File: src/rtl/proj_sweep_ctrl_pkg.sv
// Shared types and defaults for the projection sweep controller.
package proj_sweep_ctrl_pkg;

    localparam int FIELD_WIDTH  = 8;
    localparam int FIELD_HEIGHT = 6;
    localparam int VEL_DATAW    = 33;
    localparam int COORD_W      = 32;
    localparam int SKIP_W       = 16;

    typedef enum logic [2:0] {
        IDLE    = 3'd0,
        ISSUE   = 3'd1,
        WAIT_RD = 3'd2,
        HANDOFF = 3'd3,
        ADVANCE = 3'd4,
        FIN     = 3'd5
    } sweep_state_t;

    function automatic logic [SKIP_W-1:0] sat_inc(input logic [SKIP_W-1:0] v);
        return (v == {SKIP_W{1'b1}}) ? v : v + SKIP_W'(1);
    endfunction

endpackage

File: src/rtl/proj_sweep_ctrl_if.sv
// Reader (start/done) and updater (valid/ready) bundle between the sweep controller and its peers.
interface proj_sweep_ctrl_if;
    import proj_sweep_ctrl_pkg::*;

    logic [COORD_W-1:0] field_x;
    logic [COORD_W-1:0] field_y;
    logic               rd_start;
    logic               rd_done;
    logic [2:0]         rd_n;
    logic               upd_valid;
    logic               upd_ready;
    logic [COORD_W-1:0] upd_x;
    logic [COORD_W-1:0] upd_y;
    logic               upd_last;

    modport master (
        output field_x, field_y, rd_start, upd_valid, upd_x, upd_y, upd_last,
        input  rd_done, rd_n, upd_ready
    );

    modport slave (
        input  field_x, field_y, rd_start, upd_valid, upd_x, upd_y, upd_last,
        output rd_done, rd_n, upd_ready
    );

endinterface

File: src/rtl/proj_sweep_ctrl_cell_iter.sv
// Cell walker: x/y/iteration counters with all wrap logic; parity passes when RED_BLACK_EN is defined.
module proj_sweep_ctrl_cell_iter
    import proj_sweep_ctrl_pkg::*;
#(
    parameter int FIELD_WIDTH  = proj_sweep_ctrl_pkg::FIELD_WIDTH,
    parameter int FIELD_HEIGHT = proj_sweep_ctrl_pkg::FIELD_HEIGHT,
    parameter int NUM_ITERS    = 40,
    parameter int ITER_W       = $clog2(NUM_ITERS + 1)
) (
    input  logic               clk,
    input  logic               rst,
    input  logic               clear_i,
    input  logic               step_i,
    output logic [COORD_W-1:0] x_o,
    output logic [COORD_W-1:0] y_o,
    output logic [ITER_W-1:0]  iter_o,
`ifdef RED_BLACK_EN
    output logic               pass_o,
`endif
    output logic               last_cell_o,
    output logic               last_of_solve_o
);

    localparam logic [COORD_W-1:0] X_LAST    = COORD_W'(FIELD_WIDTH - 1);
    localparam logic [COORD_W-1:0] Y_LAST    = COORD_W'(FIELD_HEIGHT - 1);
    localparam logic [ITER_W-1:0]  ITER_LAST = ITER_W'(NUM_ITERS - 1);

    logic [COORD_W-1:0] x_q, x_d, y_q, y_d;
    logic [ITER_W-1:0]  iter_q, iter_d;
    logic               row_end, col_end;

`ifdef RED_BLACK_EN
    logic pass_q, pass_d;

    // Checkerboard: two columns per step, each row starts on the column matching the pass parity.
    assign row_end = (x_q + COORD_W'(2)) > X_LAST;
    assign col_end = (y_q == Y_LAST);

    always_comb begin
        x_d    = x_q;
        y_d    = y_q;
        iter_d = iter_q;
        pass_d = pass_q;
        if (clear_i) begin
            x_d    = '0;
            y_d    = '0;
            iter_d = '0;
            pass_d = 1'b0;
        end else if (step_i) begin
            if (!row_end) begin
                x_d = x_q + COORD_W'(2);
            end else if (!col_end) begin
                y_d = y_q + COORD_W'(1);
                x_d = {{(COORD_W-1){1'b0}}, ~(y_q[0] ^ pass_q)};
            end else begin
                y_d = '0;
                if (!pass_q) begin
                    pass_d = 1'b1;
                    x_d    = COORD_W'(1);
                end else begin
                    pass_d = 1'b0;
                    x_d    = '0;
                    iter_d = iter_q + ITER_W'(1);
                end
            end
        end
    end

    always_ff @(posedge clk or posedge rst) begin
        if (rst) pass_q <= 1'b0;
        else     pass_q <= pass_d;
    end

    assign pass_o      = pass_q;
    assign last_cell_o = row_end && col_end && pass_q;
`else
    assign row_end = (x_q == X_LAST);
    assign col_end = (y_q == Y_LAST);

    always_comb begin
        x_d    = x_q;
        y_d    = y_q;
        iter_d = iter_q;
        if (clear_i) begin
            x_d    = '0;
            y_d    = '0;
            iter_d = '0;
        end else if (step_i) begin
            if (!row_end) begin
                x_d = x_q + COORD_W'(1);
            end else begin
                x_d = '0;
                if (!col_end) begin
                    y_d = y_q + COORD_W'(1);
                end else begin
                    y_d    = '0;
                    iter_d = iter_q + ITER_W'(1);
                end
            end
        end
    end

    assign last_cell_o = row_end && col_end;
`endif

    always_ff @(posedge clk or posedge rst) begin
        if (rst) begin
            x_q    <= '0;
            y_q    <= '0;
            iter_q <= '0;
        end else begin
            x_q    <= x_d;
            y_q    <= y_d;
            iter_q <= iter_d;
        end
    end

    assign x_o             = x_q;
    assign y_o             = y_q;
    assign iter_o          = iter_q;
    assign last_of_solve_o = last_cell_o && (iter_q == ITER_LAST);

endmodule

File: src/rtl/proj_sweep_ctrl.sv
// Pressure-projection sweep sequencer: reader start/done, updater valid/ready, skip counting.
// Build option RED_BLACK_EN selects checkerboard ordering and adds the pass_o output.
module proj_sweep_ctrl
    import proj_sweep_ctrl_pkg::*;
#(
    parameter int FIELD_WIDTH  = proj_sweep_ctrl_pkg::FIELD_WIDTH,
    parameter int FIELD_HEIGHT = proj_sweep_ctrl_pkg::FIELD_HEIGHT,
    parameter int NUM_ITERS    = 40,
    parameter int ITER_W       = $clog2(NUM_ITERS + 1)
) (
    input  logic               clk,
    input  logic               rst,
    input  logic               go_i,
    input  logic               abort_i,
    output logic               busy_o,
    output logic               solve_done_o,
    output logic [ITER_W-1:0]  iter_idx_o,
    output logic [SKIP_W-1:0]  skip_cnt_o,
`ifdef RED_BLACK_EN
    output logic               pass_o,
`endif
    proj_sweep_ctrl_if.master  bus
);

    sweep_state_t       state_q, state_d;
    logic               abort_pend_q, abort_pend_d;
    logic [SKIP_W-1:0]  skip_q, skip_d;
    logic               clear, step;
    logic [COORD_W-1:0] cx, cy;
    logic               last_cell, last_of_solve;

    proj_sweep_ctrl_cell_iter #(
        .FIELD_WIDTH  (FIELD_WIDTH),
        .FIELD_HEIGHT (FIELD_HEIGHT),
        .NUM_ITERS    (NUM_ITERS),
        .ITER_W       (ITER_W)
    ) u_iter (
        .clk             (clk),
        .rst             (rst),
        .clear_i         (clear),
        .step_i          (step),
        .x_o             (cx),
        .y_o             (cy),
        .iter_o          (iter_idx_o),
`ifdef RED_BLACK_EN
        .pass_o          (pass_o),
`endif
        .last_cell_o     (last_cell),
        .last_of_solve_o (last_of_solve)
    );

    always_comb begin
        state_d      = state_q;
        abort_pend_d = abort_pend_q;
        skip_d       = skip_q;
        clear        = 1'b0;
        step         = 1'b0;
        case (state_q)
            IDLE: begin
                abort_pend_d = 1'b0;
                if (go_i) begin
                    state_d = ISSUE;
                    clear   = 1'b1;
                    skip_d  = '0;
                end
            end
            ISSUE: state_d = abort_i ? IDLE : WAIT_RD;
            WAIT_RD: begin
                // An abort here is parked until the reader finishes, so no done is left in flight.
                if (abort_i) abort_pend_d = 1'b1;
                if (bus.rd_done) begin
                    if (abort_i || abort_pend_q) begin
                        state_d = IDLE;
                    end else if (bus.rd_n == 3'd0) begin
                        state_d = ADVANCE;
                        skip_d  = sat_inc(skip_q);
                    end else begin
                        state_d = HANDOFF;
                    end
                end
            end
            HANDOFF: begin
                if (abort_i)            state_d = IDLE;
                else if (bus.upd_ready) state_d = ADVANCE;
            end
            ADVANCE: begin
                if (abort_i) begin
                    state_d = IDLE;
                end else if (last_of_solve) begin
                    state_d = FIN;
                end else begin
                    step    = 1'b1;
                    state_d = ISSUE;
                end
            end
            FIN:     state_d = IDLE;
            default: state_d = IDLE;
        endcase
    end

    always_ff @(posedge clk or posedge rst) begin
        if (rst) begin
            state_q      <= IDLE;
            abort_pend_q <= 1'b0;
            skip_q       <= '0;
        end else begin
            state_q      <= state_d;
            abort_pend_q <= abort_pend_d;
            skip_q       <= skip_d;
        end
    end

    assign busy_o        = (state_q == ISSUE) || (state_q == WAIT_RD) ||
                           (state_q == HANDOFF) || (state_q == ADVANCE);
    assign solve_done_o  = (state_q == FIN);
    assign skip_cnt_o    = skip_q;

    assign bus.field_x   = cx;
    assign bus.field_y   = cy;
    assign bus.rd_start  = (state_q == ISSUE);
    assign bus.upd_valid = (state_q == HANDOFF);
    assign bus.upd_x     = cx;
    assign bus.upd_y     = cy;
    assign bus.upd_last  = (state_q == HANDOFF) && last_of_solve;

endmodule

File: src/flat_wrapper.sv
// flat-port wrapper written by rule: the top's interface ports become plain ports
module proj_sweep_ctrl_flat import proj_sweep_ctrl_pkg::*;
#(
    parameter int FIELD_WIDTH  = proj_sweep_ctrl_pkg::FIELD_WIDTH,
    parameter int FIELD_HEIGHT = proj_sweep_ctrl_pkg::FIELD_HEIGHT,
    parameter int NUM_ITERS    = 40,
    parameter int ITER_W       = $clog2(NUM_ITERS + 1)
)
  (clk, rst, go_i, abort_i, busy_o, solve_done_o, iter_idx_o, skip_cnt_o, bus_field_x, bus_field_y, bus_rd_start, bus_upd_valid, bus_upd_x, bus_upd_y, bus_upd_last, bus_rd_done, bus_rd_n, bus_upd_ready);
  proj_sweep_ctrl_if bus_i ();
  input  logic clk;
  input  logic rst;
  input  logic go_i;
  input  logic abort_i;
  output logic busy_o;
  output logic solve_done_o;
  output logic [ITER_W-1:0] iter_idx_o;
  output logic [SKIP_W-1:0] skip_cnt_o;
  output wire logic [$bits(bus_i.field_x)-1:0] bus_field_x;
  output wire logic [$bits(bus_i.field_y)-1:0] bus_field_y;
  output wire logic [$bits(bus_i.rd_start)-1:0] bus_rd_start;
  output wire logic [$bits(bus_i.upd_valid)-1:0] bus_upd_valid;
  output wire logic [$bits(bus_i.upd_x)-1:0] bus_upd_x;
  output wire logic [$bits(bus_i.upd_y)-1:0] bus_upd_y;
  output wire logic [$bits(bus_i.upd_last)-1:0] bus_upd_last;
  input wire logic [$bits(bus_i.rd_done)-1:0] bus_rd_done;
  input wire logic [$bits(bus_i.rd_n)-1:0] bus_rd_n;
  input wire logic [$bits(bus_i.upd_ready)-1:0] bus_upd_ready;
  assign bus_field_x = bus_i.field_x;
  assign bus_field_y = bus_i.field_y;
  assign bus_rd_start = bus_i.rd_start;
  assign bus_upd_valid = bus_i.upd_valid;
  assign bus_upd_x = bus_i.upd_x;
  assign bus_upd_y = bus_i.upd_y;
  assign bus_upd_last = bus_i.upd_last;
  assign bus_i.rd_done = bus_rd_done;
  assign bus_i.rd_n = bus_rd_n;
  assign bus_i.upd_ready = bus_upd_ready;
  proj_sweep_ctrl #(.FIELD_WIDTH(FIELD_WIDTH), .FIELD_HEIGHT(FIELD_HEIGHT), .NUM_ITERS(NUM_ITERS), .ITER_W(ITER_W)) u_core (.clk(clk), .rst(rst), .go_i(go_i), .abort_i(abort_i), .busy_o(busy_o), .solve_done_o(solve_done_o), .iter_idx_o(iter_idx_o), .skip_cnt_o(skip_cnt_o), .bus(bus_i));
endmodule
File: config.mk
export PLATFORM = sky130hd
export DESIGN_NAME = proj_sweep_ctrl_flat
export DESIGN_NICKNAME = d
export VERILOG_FILES = /design/src/rtl/proj_sweep_ctrl_pkg.sv /design/src/rtl/proj_sweep_ctrl_if.sv /design/src/rtl/proj_sweep_ctrl_cell_iter.sv /design/src/rtl/proj_sweep_ctrl.sv /design/src/flat_wrapper.sv
export SDC_FILE = /design/constraint.sdc
export NUM_CORES = 1
export LEC_CHECK = 0
export ABC_AREA = 0
export CORE_MARGIN = 2
export CORE_UTILIZATION = 30
export CTS_BUF_LIST = sky130_fd_sc_hd__clkbuf_8 sky130_fd_sc_hd__clkbuf_16
export DETAILED_ROUTE_END_ITERATION = 12
export PLACE_DENSITY = 0.66
export SETUP_SLACK_MARGIN = 0.3
export SLEW_MARGIN = 20
export SYNTH_ARGS = -nofsm -noshare
export SYNTH_HDL_FRONTEND = slang
export SYNTH_SLANG_ARGS = --single-unit
File: constraint.sdc
create_clock -name clk -period 6.35 [get_ports clk]
set_clock_uncertainty 0.1 [all_clocks]
set_input_delay 0.9525 -clock clk [delete_from_list [all_inputs] [get_ports clk]]
set_output_delay 0.9525 -clock clk [all_outputs]
set_load 0.005 [all_outputs]
==> metrics, run 1 <==
GR Overflow Total 0; total track usage 0.158; vias in the first global route 4572; cell count after synthesis 622; Post-synth EDFFs 0; slew margin rel. 0.323; Num CTS Buffers 9; antenna violations before repair 0; CP endpoint kind primary output; minimum clock period 4.32 ns; mapped cell area 5460 µm²; cts hold-fix bufs 0; leak pwr 2.72 nW; DRT Wirelength 15300 µm; P&R area growth vs syn 31.2%; #FFs+latches synth 90; Syn Nets 636; depth of the CTS H-tree 3; core area 17900 µm²; remaining antenna violation count 0; Pwr Density 231 nW/µm²; Vias/cell 5.22; Synth cell types 45; dpl cells 929; Rows 49; fmax 231 MHz; Synth async-reset ratio 1.00; worst slew pin tran 1.02 ns; Root Driver clkbuf_16; routed len/inst 16.2 µm; I/O Pins 164; most frequent cells after synthesis 90 x dfrtp_1, 64 x buf_4, 55 x nor2_1; Min Hold Slack 0.442 ns; initial core utilization 0.305; final setup vio count 0; Antenna Cells 0; Die W 139 µm; hold crit path type flip-flop to flip-flop; syn_area_per_cell 8.78 µm²; DRC errors left 0; clock-pin slew on the worst setup and hold paths 0.07 ns; die area 19300 µm²; layout cell share with drive strength beyond 1 0.0392; CTS tree built; required time worst endpoint 5.30 ns; max-cap check violation count 0; Die Ht 139 µm; clk_lat worst skew 0.35 ns; total power 1.66 mW; placed cell area 6850 µm²; Setup WS pre-CTS 2.30 ns; first-pass GRT wire length 25000 µm; Non-Filler Instances 944; ranking of synthesized cells by area dfrtp_1 41%, buf_4 8.8%, a21oi_1 3.8%, nor2_1 3.8%, nand3_1 3.3%; initial drt markers 340; DPL Wire Length 10900 µm; Synth Flop Type dfrtp_1; post-synthesis sequential area ratio 0.412; Peak supply drop 0.153 mV; largest net degree at the start of global routing 59; fin nets 725; Yosys top cell by area dfrtp_1; fin. max-slew vios 0; Yosys warning total 0; via count 4927; drt pass-1 iters 5; critical path class flip-flop to primary output; post_cts resized 0; crit path max fanout 10; Fin. Hold Viols 0; critical path launch point type flip-flop; final setup margin 2.03 ns; crit share post-route 0.680; deepest clock path buffer count 2; count of input and output buffers 163; # Post-CTS Setup Buffers 0; status finished clean; GP Congestion 0.777; most frequent cell after synthesis dfrtp_1; post-route cell area 7170 µm²; post-route core utilization 0.400; unrepaired setup endpoints after global routing no; worst endpoint data arrival time 3.27 ns; Fin Setup TNS 0 ns; Clock Sinks 90; share of the synthesized area in the top cell type 0.412
-- worst max-delay path, stage by stage (launching register included) --
cell	delay [ns]
dfrtp_1	0.44
or4_1	0.54
or4_4	0.50
nor4_4	0.48
nand3_1	0.30
nor2_1	0.16
clkdlybuf4s50_1	0.51
-- final timing paths --
check | start | end | slack [ns] | cells after the start
max | u_core.u_iter.x_o[12] | bus_upd_last | 2.03 | 6
min | u_core.skip_cnt_o[1] | u_core.skip_cnt_o[1] | 0.44 | 2
max reg2reg | u_core.u_iter.x_o[12] | u_core.u_iter.y_o[19] | 2.64 | 6
min reg2reg | u_core.skip_cnt_o[1] | u_core.skip_cnt_o[1] | 0.44 | 2
max in group asynchronous | rst | u_core.abort_pend_q | 4.09 | 3
min in group asynchronous | rst | u_core.u_iter.y_o[6] | 0.88 | 2
-- placed cells by master (no fill, tap or decap), drive strengths merged, types with 2 or more instances in the layout --
cell / instances
a2111oi: 2
a21oi: 42
a31o: 2
a31oi: 3
and2: 6
and3: 11
and4: 6
buf: 3
bufinv: 2
clkbuf: 10
clkdlybuf4s50: 163
clkinv: 4
dfrtp: 90
ha: 5
inv: 11
mux2: 2
mux2i: 9
nand2: 48
nand2b: 6
nand3: 36
nand4: 19
nand4b: 2
nor2: 55
nor2b: 3
nor3: 14
nor3b: 2
nor4: 19
nor4b: 5
o21ai: 33
o31ai: 17
o41ai: 2
or3: 20
or4: 22
or4b: 2
xnor2: 19
xor2: 12
-- state kept, by name, summed over array words and instances (netlist names) --
signal,flops
u_core.u_iter.x_o,32
u_core.u_iter.iter_o,6
u_core.abort_pend_q,1
u_core.skip_cnt_o,16
u_core.u_iter.y_o,32
u_core.state_q,3
-- kinds of logic after synthesis --
| logic type | count (synthesis) | synth area share |
|---|---|---|
| AND/OR/NAND/NOR | 280 | 0.282 |
| AO/OA/AOI/OAI | 105 | 0.111 |
| buffers and inverters | 100 | 0.113 |
| flip-flops | 90 | 0.412 |
| XOR/XNOR | 31 | 0.0497 |
| multiplexers | 11 | 0.0206 |
| adder cells (fa/ha/maj) | 5 | 0.0114 |
-- where the power goes --
part	internal, mW	switching (mW)	total, mW
Clock	0.353	0.229	0.582
Sequential	0.601	0.0612	0.662
Combinational	0.157	0.257	0.414
Total	1.11	0.547	1.66
-- cell type report --
type,count,area (µm²)
flip-flops and latches,90,2250
repair buffers,166,1650
inverters,12,46.3
fillers,1803,10700
clock inverters,5,78.8
multi-input cells,432,2610
clock buffers,10,239
well taps,229,287
-- layer usage --
metal / part of all wire / global-route usage
met2: 0.47 / 0.251
met3: 0.058 / 0.0380
met4: 0.0087 / 0.0351
met1: 0.47 / 0.220
met5: 0 / 0
Power figures use the tool's default switching activity.
==> run 2, diff against run 1 <==
--- a/config.mk
+++ b/config.mk
@@ -10,7 +10,7 @@
 export CORE_UTILIZATION = 30
 export CTS_BUF_LIST = sky130_fd_sc_hd__clkbuf_8 sky130_fd_sc_hd__clkbuf_16
 export DETAILED_ROUTE_END_ITERATION = 12
-export PLACE_DENSITY = 0.66
+export PLACE_DENSITY = 0.68
 export SETUP_SLACK_MARGIN = 0.3
 export SLEW_MARGIN = 20
 export SYNTH_ARGS = -nofsm -noshare
==> constraint.sdc (replaced) <==
create_clock -name clk -period 3.5 [get_ports clk]
set_clock_uncertainty 0.1 [all_clocks]
set_input_delay 0.525 -clock clk [delete_from_list [all_inputs] [get_ports clk]]
set_output_delay 0.525 -clock clk [all_outputs]
set_load 0.005 [all_outputs]
==> run 2 against run 1 <==
  * Die area unchanged
  * Largest power group unchanged
  * Critical path type is now flip-flop to flip-flop
  * Worst hold slack lost 0.018 ns
  * Combinational power increased by 90%
  * Core utilization rose by 0.94 points
  * First-iteration DRC count decreased by 12%
  * Global-route usage grew 0.082 points
  * Register-to-register slack lost 2.2 ns
  * Sequential power grew 80%
  * Power is 81% higher
  * Sequential cell count unchanged
  * Largest cell class unchanged
  * Highest routed layer unchanged
  * Critical path depth up 2
==> metrics, run 2 (synthesized netlist as in run 1, its figures left out) <==
status finished clean; Vias/cell 5.26; Rows 49; critical path class flip-flop to flip-flop; critical path launch point type flip-flop; layout cell share with drive strength beyond 1 0.0708; remaining antenna violation count 0; depth of the CTS H-tree 3; DPL Wire Length 10900 µm; slew margin rel. 0.427; slowest cell on the critical path or4_4; drt pass-1 iters 5; fin. max-slew vios 0; cts hold-fix bufs 0; CP endpoint kind flip-flop; DRT Wirelength 15300 µm; unrepaired setup endpoints after global routing yes; worst endpoint data arrival time 3.22 ns; crit-path cells or4_4, or4_4, nor4_4, buf_6, a31oi_4, buf_12, or4_1, a21oi_1; most common cell after layout, fill and taps aside clkdlybuf4s50_1; GR Overflow Total 0; hold crit path type flip-flop to flip-flop; max-cap check violation count 0; crit share post-route 0.874; Peak supply drop 0.300 mV; largest net degree at the start of global routing 91; Fin. Hold Viols 0; fin nets 743; Die W 139 µm; minimum clock period 3.06 ns; critical path's most frequent cell or4_4; Antenna Cells 0; count of input and output buffers 163; via count 5070; clock-pin slew on the worst setup and hold paths 0.07 ns; core area 17900 µm²; clk_lat worst skew 0.34 ns; GP Congestion 0.777; leak pwr 2.81 nW; fillcell total 1803; antenna violations before repair 0; Root Driver clkbuf_16; I/O Pins 164; Pwr Density 409 nW/µm²; Clock Sinks 90; final setup vio count 0; commonest cells after routing, fill and taps aside 162 x clkdlybuf4s50_1, 89 x dfrtp_1, 54 x nor2_1; first-pass GRT wire length 25100 µm; crit path max fanout 55; vias in the first global route 4747; required time worst endpoint 3.66 ns; P&R area growth vs syn 34.2%; CTS tree built; routed len/inst 15.9 µm; deepest clock path buffer count 2; DRC errors left 0; initial core utilization 0.305; CP top delay family simple AND/OR/NAND/NOR gates; Die Ht 139 µm; total power 3.00 mW; crit-path max cell delay 0.53 ns; fmax 327 MHz; initial drt markers 298; worst path bufs/invs 2; Num CTS Buffers 9; Fin Setup TNS 0 ns; die area 19300 µm²; total track usage 0.159; worst slew pin tran 0.852 ns
## run 2: stage by stage
step | hold WS, ns | cell area, µm² | cells | util | setup WS [ns]
3_5_place_dp | 0.421 | 6970 | 944 | 0.390 | 0.290
4_1_cts | 0.433 | 7310 | 962 | 0.408 | 0.283
2_1_floorplan | 0.389 | 5460 | 622 | - | 0.540
3_3_place_gp | 0.397 | 6970 | 944 | 0.390 | 0.382
5_1_grt | 0.466 | 7330 | 963 | 0.410 | 0.297
6_report | 0.424 | 7330 | 963 | 0.410 | 0.442
## run 2: path summary, 6_finish.rpt
| kind | startpoint | to | slack [ns] | depth (start not counted) |
|---|---|---|---|---|
| max | u_core.u_iter.x_o[12] | u_core.u_iter.y_o[28] | 0.44 | 8 |
| min | u_core.u_iter.iter_o[5] | u_core.u_iter.iter_o[5] | 0.42 | 1 |
| max reg2reg | u_core.u_iter.x_o[12] | u_core.u_iter.y_o[28] | 0.44 | 8 |
| min reg2reg | u_core.u_iter.iter_o[5] | u_core.u_iter.iter_o[5] | 0.42 | 1 |
| max in group asynchronous | rst | u_core.u_iter.y_o[17] | 2.34 | 3 |
| min in group asynchronous | rst | u_core.u_iter.x_o[25] | 0.48 | 3 |
## run 2: cell type report
class                      instances  area [µm²]  area share
clock buffer                      11         253      0.0345
clock inverter                     5        61.3     0.00836
timing repair buffer             184        1810       0.247
sequential                        90        2250       0.307
multi-input combinational        432        2620       0.357
tap                              229         287      0.0391
inverter                          12        46.3     0.00631
## run 2: power by group
part           total, mW  switching, mW  internal, mW
Clock               1.02          0.426         0.595
Combinational      0.788          0.468         0.320
Sequential          1.19          0.101          1.09
## run 2: layer usage
layer	GRT usage	vias to the layer above	routed length, µm
met1	0.226	2483	7170
met4	0.0526	0	215
met2	0.246	163	7090
met5	0	-	0
li1	-	2408	-
met3	0.0287	16	810
## run 2: timing repair
| action | CTS | global route |
|---|---|---|
| setup endpoints to repair | 5 | 16 |
| setup buffers | 2 | 1 |
| pin swaps | 1 | 2 |
| resized for setup | 4 | 8 |
| cloned | 0 | 0 |
==> run 3, diff against run 2 <==
--- a/config.mk
+++ b/config.mk
@@ -9,6 +9,7 @@
 export CORE_MARGIN = 2
 export CORE_UTILIZATION = 30
 export CTS_BUF_LIST = sky130_fd_sc_hd__clkbuf_8 sky130_fd_sc_hd__clkbuf_16
+export CTS_CLUSTER_SIZE = 12
 export DETAILED_ROUTE_END_ITERATION = 12
 export PLACE_DENSITY = 0.68
 export SETUP_SLACK_MARGIN = 0.3
==> results of run 3 <==
Same layout as run 2: the final DEF is identical, and so are final timing and power.
